**config.mk**
```make
export PLATFORM = sky130hd
export DESIGN_NAME = mem_port_arbiter_flat
export DESIGN_NICKNAME = d
export VERILOG_FILES = /design/src/rtl/mem_port_arbiter_pkg.sv /design/src/rtl/mem_port_arbiter_if.sv /design/src/rtl/mem_port_arbiter_rr_pick3.sv /design/src/rtl/mem_port_arbiter.sv /design/src/flat_wrapper.sv
export SDC_FILE = /design/constraint.sdc
export NUM_CORES = 1
export LEC_CHECK = 0
export BUFFER_PORTS_ARGS = -buffer_cell sky130_fd_sc_hd__buf_2
export CORE_MARGIN = 3
export CORE_UTILIZATION = 45
export DETAILED_ROUTE_END_ITERATION = 16
export PLACE_DENSITY = 0.68
export RECOVER_POWER = 100
export SLEW_MARGIN = 5
export SYNTH_ARGS = -nofsm -noshare
export SYNTH_HDL_FRONTEND = slang
export SYNTH_SLANG_ARGS = --single-unit
```
**constraint.sdc**
```tcl
create_clock -name clk -period 4.65 [get_ports clk]
set_input_delay 0.2325 -clock clk [delete_from_list [all_inputs] [get_ports clk]]
set_output_delay 0.2325 -clock clk [all_outputs]
set_load 0.05 [all_outputs]
```
**src/rtl/mem_port_arbiter_pkg.sv**
```systemverilog
// Shared types and constants for the data-memory port arbiter.
package mem_arb_pkg;

  localparam int NUM_REQ    = 3;
  localparam int REQ_IFETCH = 0;
  localparam int REQ_LSU    = 1;
  localparam int REQ_DBG    = 2;

  typedef enum logic [1:0] {
    IDLE   = 2'd0,
    ACCESS = 2'd1,
    DONE   = 2'd2
  } arb_state_t;

  // (base + off) mod 3 for base, off in 0..2
  function automatic logic [1:0] idx_add3(input logic [1:0] base, input logic [1:0] off);
    logic [2:0] s;
    s = {1'b0, base} + {1'b0, off};
    if (s >= 3'd3) s = s - 3'd3;
    return s[1:0];
  endfunction

  function automatic logic [NUM_REQ-1:0] onehot3(input logic [1:0] idx);
    logic [NUM_REQ-1:0] v;
    v = '0;
    v[idx] = 1'b1;
    return v;
  endfunction

endpackage

```
**src/rtl/mem_port_arbiter_if.sv**
```systemverilog
// Requester/memory-side handshake bundle of the shared memory port arbiter.
interface mem_port_arbiter_if;
  import mem_arb_pkg::*;

  logic [NUM_REQ-1:0] req;
  logic [NUM_REQ-1:0] we;
  logic [NUM_REQ-1:0] gnt;
  logic [NUM_REQ-1:0] ack;
  logic [1:0]         mux_sel;
  logic               mem_en;
  logic               mem_we;
  logic               busy;

  modport master (
    output req, we,
    input  gnt, ack, mux_sel, mem_en, mem_we, busy
  );

  modport slave (
    input  req, we,
    output gnt, ack, mux_sel, mem_en, mem_we, busy
  );

endinterface

```
**src/rtl/mem_port_arbiter_rr_pick3.sv**
```systemverilog
// Three-way round-robin winner search starting at the priority pointer.
module rr_pick3
  import mem_arb_pkg::*;
(
  input  logic [NUM_REQ-1:0] i_req,
  input  logic [1:0]         i_ptr,
  output logic               o_valid,
  output logic [1:0]         o_win
);

  // Walk from the lowest priority upward so the highest-priority hit is written last.
  always_comb begin
    o_valid = 1'b0;
    o_win   = i_ptr;
    for (int i = NUM_REQ - 1; i >= 0; i--) begin
      if (i_req[idx_add3(i_ptr, 2'(i))]) begin
        o_valid = 1'b1;
        o_win   = idx_add3(i_ptr, 2'(i));
      end
    end
  end

endmodule

```
**src/rtl/mem_port_arbiter.sv**
```systemverilog
// Round-robin arbiter and fixed-latency sequencer for the shared data-memory port.
// state  | meaning
// IDLE   | no access; arbitrate on req, mux_sel holds last winner
// ACCESS | mem_en high for MEM_LATENCY cycles, gnt to winner
// DONE   | one-cycle ack to winner, rdata valid
module mem_port_arbiter
  import mem_arb_pkg::*;
#(
  parameter int MEM_LATENCY = 2,
  parameter int CNT_W       = 4
) (
  input logic                clk,
  input logic                reset,
  mem_port_arbiter_if.slave  bus
);

  arb_state_t r_state, w_state_nxt;
  logic [1:0]       r_ptr, w_ptr_nxt;
  logic [1:0]       r_mux_sel, w_mux_sel_nxt;
  logic [CNT_W-1:0] r_cnt, w_cnt_nxt;
  logic             r_we_lat, w_we_lat_nxt;

  logic             w_valid;
  logic [1:0]       w_win;

  rr_pick3 u_pick (
    .i_req   (bus.req),
    .i_ptr   (r_ptr),
    .o_valid (w_valid),
    .o_win   (w_win)
  );

  always_ff @(posedge clk) begin
    if (reset) begin
      r_state   <= IDLE;
      r_ptr     <= 2'd0;
      r_mux_sel <= 2'd0;
      r_cnt     <= '0;
      r_we_lat  <= 1'b0;
    end else begin
      r_state   <= w_state_nxt;
      r_ptr     <= w_ptr_nxt;
      r_mux_sel <= w_mux_sel_nxt;
      r_cnt     <= w_cnt_nxt;
      r_we_lat  <= w_we_lat_nxt;
    end
  end

  always_comb begin
    w_state_nxt   = r_state;
    w_ptr_nxt     = r_ptr;
    w_mux_sel_nxt = r_mux_sel;
    w_cnt_nxt     = r_cnt;
    w_we_lat_nxt  = r_we_lat;
    unique case (r_state)
      IDLE: begin
        if (w_valid) begin
          w_state_nxt   = ACCESS;
          w_mux_sel_nxt = w_win;
          w_ptr_nxt     = idx_add3(w_win, 2'd1);
          w_cnt_nxt     = CNT_W'(MEM_LATENCY - 1);
          w_we_lat_nxt  = bus.we[w_win];
        end
      end
      ACCESS: begin
        if (r_cnt == '0) w_state_nxt = DONE;
        else             w_cnt_nxt   = r_cnt - 1'b1;
      end
      DONE: begin
        w_state_nxt = IDLE;
      end
      default: begin
        w_state_nxt = IDLE;
      end
    endcase
  end

  // Moore outputs decoded from the registered state and latched winner.
  always_comb begin
    bus.gnt     = '0;
    bus.ack     = '0;
    bus.mem_en  = 1'b0;
    bus.mem_we  = 1'b0;
    bus.busy    = (r_state != IDLE);
    bus.mux_sel = r_mux_sel;
    if (r_state == ACCESS) begin
      bus.gnt    = onehot3(r_mux_sel);
      bus.mem_en = 1'b1;
      bus.mem_we = r_we_lat;
    end else if (r_state == DONE) begin
      bus.gnt = onehot3(r_mux_sel);
      bus.ack = onehot3(r_mux_sel);
    end
  end

endmodule

```
**src/flat_wrapper.sv**
```systemverilog
// flat-port wrapper written by rule: the top's interface ports become plain ports
module mem_port_arbiter_flat import mem_arb_pkg::*;
#(
  parameter int MEM_LATENCY = 2,
  parameter int CNT_W       = 4
)
  (clk, reset, bus_req, bus_we, bus_gnt, bus_ack, bus_mux_sel, bus_mem_en, bus_mem_we, bus_busy);
  mem_port_arbiter_if bus_i ();
  input logic clk;
  input logic reset;
  input wire logic [$bits(bus_i.req)-1:0] bus_req;
  input wire logic [$bits(bus_i.we)-1:0] bus_we;
  output wire logic [$bits(bus_i.gnt)-1:0] bus_gnt;
  output wire logic [$bits(bus_i.ack)-1:0] bus_ack;
  output wire logic [$bits(bus_i.mux_sel)-1:0] bus_mux_sel;
  output wire logic [$bits(bus_i.mem_en)-1:0] bus_mem_en;
  output wire logic [$bits(bus_i.mem_we)-1:0] bus_mem_we;
  output wire logic [$bits(bus_i.busy)-1:0] bus_busy;
  assign bus_i.req = bus_req;
  assign bus_i.we = bus_we;
  assign bus_gnt = bus_i.gnt;
  assign bus_ack = bus_i.ack;
  assign bus_mux_sel = bus_i.mux_sel;
  assign bus_mem_en = bus_i.mem_en;
  assign bus_mem_we = bus_i.mem_we;
  assign bus_busy = bus_i.busy;
  mem_port_arbiter #(.MEM_LATENCY(MEM_LATENCY), .CNT_W(CNT_W)) u_core (.clk(clk), .reset(reset), .bus(bus_i));
endmodule
```
# Word-level counts from Yosys, hierarchy flattened

Index checks and enable logic that the tools add are counted.

Bits in registers: 11
Bits of input ports: 8
Output and inout port bits: 11

$add $sub $neg: 8
Magnitude comparators: 10
Equal/unequal tests: 5
Multiplexer cells: 31
Reduce and logical (&&, ||, !) cells: 8

Operators by type and width:

| kind                                                 | count |
|---|---|
| two-way mux 2 bit                                    | 9 |
| < comparator 2 x 3 -> 1 bit (second input constant)  | 5 |
| two-way mux 1 bit                                    | 10 |
| >= comparator 3 x 2 -> 1 bit (second input constant) | 3 |
| two-way mux 3 bit                                    | 3 |
| binary-select mux 1 bit (select 2 bit)               | 4 |
| two-way mux 4 bit                                    | 2 |
| one-hot mux 4 bit (2 select lines)                   | 1 |
| subtractor 2 bit (second input constant)             | 4 |
| adder 2 x 1 -> 3 bit (second input constant)         | 2 |
| zero test 4 bit                                      | 1 |
| inequality test 2 bit (second input constant)        | 2 |
| one-hot mux 2 bit (2 select lines)                   | 1 |
| AND reduction 2 bit                                  | 2 |
| nonzero test 2 bit                                   | 2 |
| subtractor 4 x 1 -> 4 bit (second input constant)    | 1 |
| adder 2 x 2 -> 3 bit (second input constant)         | 1 |
| AND reduction 3 bit                                  | 1 |
| demux 1 bit (select 2 bit)                           | 1 |
| == test 2 x 1 -> 1 bit (second input constant)       | 1 |
| == test 2 bit (second input constant)                | 1 |
| >= comparator 2 x 1 -> 1 bit (second input constant) | 1 |
| >= comparator 2 bit (second input constant)          | 1 |
| zero test 2 bit                                      | 1 |
| other kinds (2)                                      | 2 |

# Logic depth before layout (Yosys ltp)

Word-level depth: 11
Mapped depth: 10
Mapped depth without buffers: 9

# Cells and area by module

A second synthesis with hierarchy kept.

Cell total of the unflattened synthesis: 102
Area, all modules: 829.5 µm²

Modules (own cells, without submodules):

| module           | times used | cells each | area each (µm²) | sequential area each (µm²) |
|---|---|---|---|---|
| mem_port_arbiter | 1          | 69         | 590.6           | 220.2 |
| rr_pick3         | 1          | 33         | 239.0           | 0.0 |

# Least setup slack after synthesis

OpenSTA, ideal clock, no wires.

Path type: register to register
Start point: register u_core.r_ptr[1]
End point: register u_core.r_we_lat
Library setup time: 0.079 ns
Arrival: 2.161 ns
Required time: 4.571 ns
Setup slack: 2.409 ns
Stages on the path, launching flop included: 10
Buffers on the path: 1
Clock period less this slack: 2.241 ns
Path through: dfxtp_1 inv_1 ha_1 buf_6 mux2_4 a222oi_1 a311o_2 mux2i_1 mux2_2 a211oi_2

Cells in the longest elaborated chain, start to end: 10
Elaborated cells on any way between the ends: 26
Those cells by class: 5 x add/sub; 3 x order compare; 17 x mux; 1 x reduce/logical

RTL lines:

| item                                                                    | RTL line                        | RTL |
|---|---|---|
| start, declared                                                         | mem_port_arbiter.sv:18          | `logic [1:0] r_ptr, w_ptr_nxt;` |
| start signal, assigned                                                  | mem_port_arbiter.sv:42          | `r_ptr <= w_ptr_nxt;` |
| adder 2 x 2 -> 3 bit                                                    | mem_port_arbiter_pkg.sv:18      | `s = {1'b0, base} + {1'b0, off};` |
| >= comparator 3 x 2 -> 1 bit / subtractor 2 bit (equally long branches) | mem_port_arbiter_pkg.sv:19      | `if (s >= 3'd3) s = s - 3'd3;` |
| two-way mux 2 bit                                                       | mem_port_arbiter_pkg.sv:19      |  |
| binary-select mux 1 bit (select 2 bit)                                  | mem_port_arbiter_rr_pick3.sv:16 | `if (i_req[idx_add3(i_ptr, 2'(i))]) begin` |
| two-way mux 1 bit (implied by the code)                                 | mem_port_arbiter_rr_pick3.sv:16 |  |
| two-way mux 2 bit (3 in a row)                                          | mem_port_arbiter_rr_pick3.sv:16 |  |
| binary-select mux 1 bit (select 2 bit)                                  | mem_port_arbiter.sv:62          | `w_we_lat_nxt = bus.we[w_win];` |
| two-way mux 1 bit (implied by the code)                                 | mem_port_arbiter.sv:62          |  |
| end signal, assigned                                                    | mem_port_arbiter.sv:45          | `r_we_lat <= w_we_lat_nxt;` |
| end, declared                                                           | mem_port_arbiter.sv:21          | `logic r_we_lat, w_we_lat_nxt;` |

Parallel ways exist; a longest one is shown, timed or not. The select of a mux whose other input is x is not followed.
A chain may end at the register's enable or synchronous reset.

# Worst setup path in the final report

Start point: register u_core.r_ptr[0]
End point: register u_core.r_cnt[2]

Cells in the longest elaborated chain, start to end: 10
Elaborated cells on any way between the ends: 22
Those cells by class: 5 x add/sub; 3 x order compare; 1 x eq/ne; 12 x mux; 1 x reduce/logical

RTL lines:

| item                                                                    | RTL line                        | RTL |
|---|---|---|
| adder 2 x 2 -> 3 bit                                                    | mem_port_arbiter_pkg.sv:18      |  |
| >= comparator 3 x 2 -> 1 bit / subtractor 2 bit (equally long branches) | mem_port_arbiter_pkg.sv:19      |  |
| two-way mux 2 bit                                                       | mem_port_arbiter_pkg.sv:19      |  |
| binary-select mux 1 bit (select 2 bit)                                  | mem_port_arbiter_rr_pick3.sv:16 |  |
| two-way mux 1 bit (implied by the code)                                 | mem_port_arbiter_rr_pick3.sv:16 |  |
| two-way mux 1 bit (2 in a row)                                          | mem_port_arbiter_rr_pick3.sv:16 |  |
| two-way mux 1 bit *                                                     | mem_port_arbiter_rr_pick3.sv:16 |  |
| inequality test 2 bit (no line) *                                       | -                               |  |
| AND reduction 3 bit (no line) *                                         | -                               |  |
| end signal, assigned                                                    | mem_port_arbiter.sv:44          | `r_cnt <= w_cnt_nxt;` |
| end, declared                                                           | mem_port_arbiter.sv:20          | `logic [CNT_W-1:0] r_cnt, w_cnt_nxt;` |

Mark *: on every way between the ends. The rest lies on a longest branch, timed or not. The select of a mux whose other input is x is not followed.

==> qor.csv <==
stage;metric;value;unit
placed_design;placedInstanceArea;920.9;um2
clock_network;cts-buffers-inserted;3;
yosys;yosys-top-cells-count;sky130_fd_sc_hd__nor2_1 (19), sky130_fd_sc_hd__dfxtp_1 (11), sky130_fd_sc_hd__inv_1 (9);
route;via_count;759;
yosys;synth.ff_latch_count;11;
pwr;vdd_ir_drop_max;387.1;uV
timing;number_of_endpoints_with_negative_hold_slack_in_the_final_report;0;
timing;pins_over_slew_limit;0;
worst_setup_path;worst-endpoint-arrival;2800;ps
global_route;antenna_found_initial;0;
yosys;total_standard_cell_area_after_synthesis;834.6;um2
timing;layout_min_cycle_time;2597;ps
yosys;post_synth_inst_count;103;
layout;num_antenna_cells;0;
timing;setup_violations;0;
timing;fin_worst_hold_slack;259.9;ps
timing;fmax;385.1;MHz
clock_network;cts_hold_repair.buffers;0;
layout;layout-drive-gt1-share;0.1818;
pwr;combinationalPowerShare;0.691;
worst_setup_path;setup.reg_to_reg.worst_slack;2050;ps
die;chipWidth;49.07;um
pwr;power_report.internal_total;0.0003588;W
worst_setup_path;setup.worst_path.class;reg -> reg;
global_route;grt_pass1_wl;3070;um
worst_setup_path;critPathTopFamily;compound AO/OA/AOI/OAI gates;
die;total_i_o_pin_count;19;
placed_design;place.detailed.hpwl;1359;um
pwr;power.leakage;0.4140;nW
layout;layout.core_utilization;0.5730;
clock_network;clk_path_buf_depth;2;
route;drt-initial-drc-count;14;
run;cap_viol_max_count;0;
worst_setup_path;critPathSlowestCell;sky130_fd_sc_hd__a21oi_1;
global_route;grt.overflow.total;0;
yosys;share_of_yosys_cell_area_claimed_by_the_top_area_cell_type;0.2639;
worst_setup_path;start_kind;flip-flop;
global_route;gr-usage-all-layers;0.1576;
layout;stdcell_area;933.4;um2
layout;instances_no_fill;145;
route;avgViaCountPerCell;5.234;
yosys;synth_sequential_area_ratio;0.2639;
die;initial_utilization;0.5123;
yosys;postSynth.asyncResetShare;0;
global_route;grt_max_degree;14;
clock_network;cts.sinks;11;
timing;fin_crit_sh;0.5585;
worst_setup_path;cp_data_required_time;4850;ps
yosys;synthesis.area_per_instance;8.102;um2
die;design.die.area;2407;um2
clock_network;cts.root.buffer_cell;sky130_fd_sc_hd__clkbuf_4;
placed_design;post-place-cells;141;
worst_setup_path;critical_path.max_fanout;13;
pwr;p_per_area;819.5;nW/um2
layout;finalNetCount;136;
route;dr.pass1.iters;4;
clock_network;htreeDepth;1;
yosys;synthDominantAreaCellType;sky130_fd_sc_hd__dfxtp_1;
route;remaining_drc_errors;0;
yosys;synth_enable_flop_cells;0;
worst_setup_path;critical_path.max_stage_delay;760;ps
pwr;sequential_cell_fraction_of_total_power;0.227;
worst_setup_path;path_buf_inv;1;
worst_setup_path;cp_cell_sequence;inv_1 > ha_1 > a22o_2 > a222oi_1 > a21oi_1 > o21ai_0 > xor2_1 > nor2_1;
placed_design;gp_congestion;0.7833;
yosys;synthTopCellsByArea;sky130_fd_sc_hd__dfxtp_1 (26%), sky130_fd_sc_hd__ha_1 (9.0%), sky130_fd_sc_hd__nor2_1 (8.5%);
pwr;clock_network_fraction_of_total_power;0.082;
clock_network;cts_tree;built;
timing;final_clock_skew;2.309;ps
min_path;hp-class;in -> reg;
die;fp.dieH;49.07;um
global_route;first_global_vias;783;
timing;grt_setup_unrepaired;no;
timing;relative_slew_slack;0.3804;
pwr;sw_frac_of_total;0.5309;
layout;areaGrowthSynthToFinish;11.84;%
yosys;distinct_cells_synth;36;
clock_network;post_cts.resized_instances;0;
yosys;ys.warnings.count;0;
pwr;netSwitchingPower;0.0004061;W
outcome;run_status;finished clean;
yosys;synthMostInstantiatedCell;sky130_fd_sc_hd__nor2_1;
worst_setup_path;crit_path_end_kind;flip-flop;
timing;totalNegativeSetupSlack;0;ps
route;ant_nets;0;
yosys;mappedNetlistNets;117;
placed_design;port-buffer-count;18;
clock_network;clkTransAtPathRegs;70;ps
route;route.final.wire_length;1724;um
die;core_area;1629;um2
clock_network;insertion_delay;260;ps
route;post_drt_wl_per_cell;11.89;um
timing;worst_slew_pin_slew;929.4;ps
die;row_count;14;
yosys;ys.flop_type;sky130_fd_sc_hd__dfxtp_1;
clock_network;postCtsSetupBuffers;0;
## routing by layer
layer,global-route usage,routed length [um],part of all wire
met3,0.03364,83,0.048
met4,0.09479,23,0.013
met1,0.1633,750,0.44
met5,0,0,0
met2,0.2857,867,0.50
## placed cells by master, fill, tap and decap left out, types with 2 or more instances in the layout
cell / n
sky130_fd_sc_hd__or2_2: 2
sky130_fd_sc_hd__clkbuf_4: 3
sky130_fd_sc_hd__nor2_1: 19
sky130_fd_sc_hd__o21ai_0: 4
sky130_fd_sc_hd__buf_2: 7
sky130_fd_sc_hd__inv_1: 9
sky130_fd_sc_hd__nand2b_1: 4
sky130_fd_sc_hd__and2_1: 2
sky130_fd_sc_hd__clkbuf_1: 12
sky130_fd_sc_hd__xor2_1: 2
sky130_fd_sc_hd__nand2_1: 5
sky130_fd_sc_hd__dfxtp_1: 11
sky130_fd_sc_hd__mux2i_1: 6
sky130_fd_sc_hd__mux2_2: 2
sky130_fd_sc_hd__nor3_1: 5
sky130_fd_sc_hd__a21oi_1: 4
sky130_fd_sc_hd__ha_1: 6
## area by class of cell
cell class	count	area, um2
well taps	24	30.03
flip-flops and latches	11	220.2
inverters	9	33.78
fillers	178	695.7
repair buffers	18	76.32
multi-input cells	79	546.8
clock buffers	4	26.28
## registers in the layout, summed over array words and instances, names as in the netlist
| name | cells |
|---|---|
| u_core.bus.mux_sel | 2 |
| u_core.r_cnt | 4 |
| u_core.r_ptr | 2 |
| u_core.r_state | 2 |
| u_core.r_we_lat | 1 |
## path summary, 6_finish.rpt
path | start | end | depth (start not counted)
max | u_core.r_ptr[0] | u_core.r_cnt[2] | 8
min | reset | u_core.r_we_lat | 2
max reg2reg | u_core.r_ptr[0] | u_core.r_cnt[2] | 8
min reg2reg | u_core.r_cnt[0] | u_core.r_cnt[0] | 1
## cells by family after synthesis
family / after synthesis / share of synthesized area
AND/OR/NAND/NOR: 41 / 0.2369
AO/OA/AOI/OAI: 21 / 0.1904
buffers and inverters: 13 / 0.08094
flip-flops: 11 / 0.2639
multiplexers: 9 / 0.1169
adder cells (fa/ha/maj): 6 / 0.08995
XOR/XNOR: 2 / 0.02099
## worst reg2reg max path, cell delays in order (launching register included)
cell and delay (ps):
sky130_fd_sc_hd__dfxtp_1 360, sky130_fd_sc_hd__inv_1 100, sky130_fd_sc_hd__ha_1 490, sky130_fd_sc_hd__a22o_2 210, sky130_fd_sc_hd__a222oi_1 90, sky130_fd_sc_hd__a21oi_1 760
sky130_fd_sc_hd__o21ai_0 250, sky130_fd_sc_hd__xor2_1 190, sky130_fd_sc_hd__nor2_1 90
## power groups by stage
stage / Clock, W / Sequential (W) / Combinational [W]
6_report: 0.0000628 / 0.000174 / 0.000528
5_1_grt: 0.0000708 / 0.000181 / 0.000588
4_1_cts: 0.0000656 / 0.000173 / 0.000539
3_5_place_dp: 0 / 0.000175 / 0.000536
3_3_place_gp: 0 / 0.000172 / 0.000529
2_1_floorplan: 0 / 0.000191 / 0.000441
## through the flow
stage | setup WS [ps] | power (W)
2_1_floorplan | 2409 | 0.0006320
3_3_place_gp | 2122 | 0.0007014
3_5_place_dp | 2074 | 0.0007106
4_1_cts | 2059 | 0.0007774
5_1_grt | 1800 | 0.0008399
6_report | 2053 | 0.0007649
No activity file was read; power rests on OpenSTA's default activity.
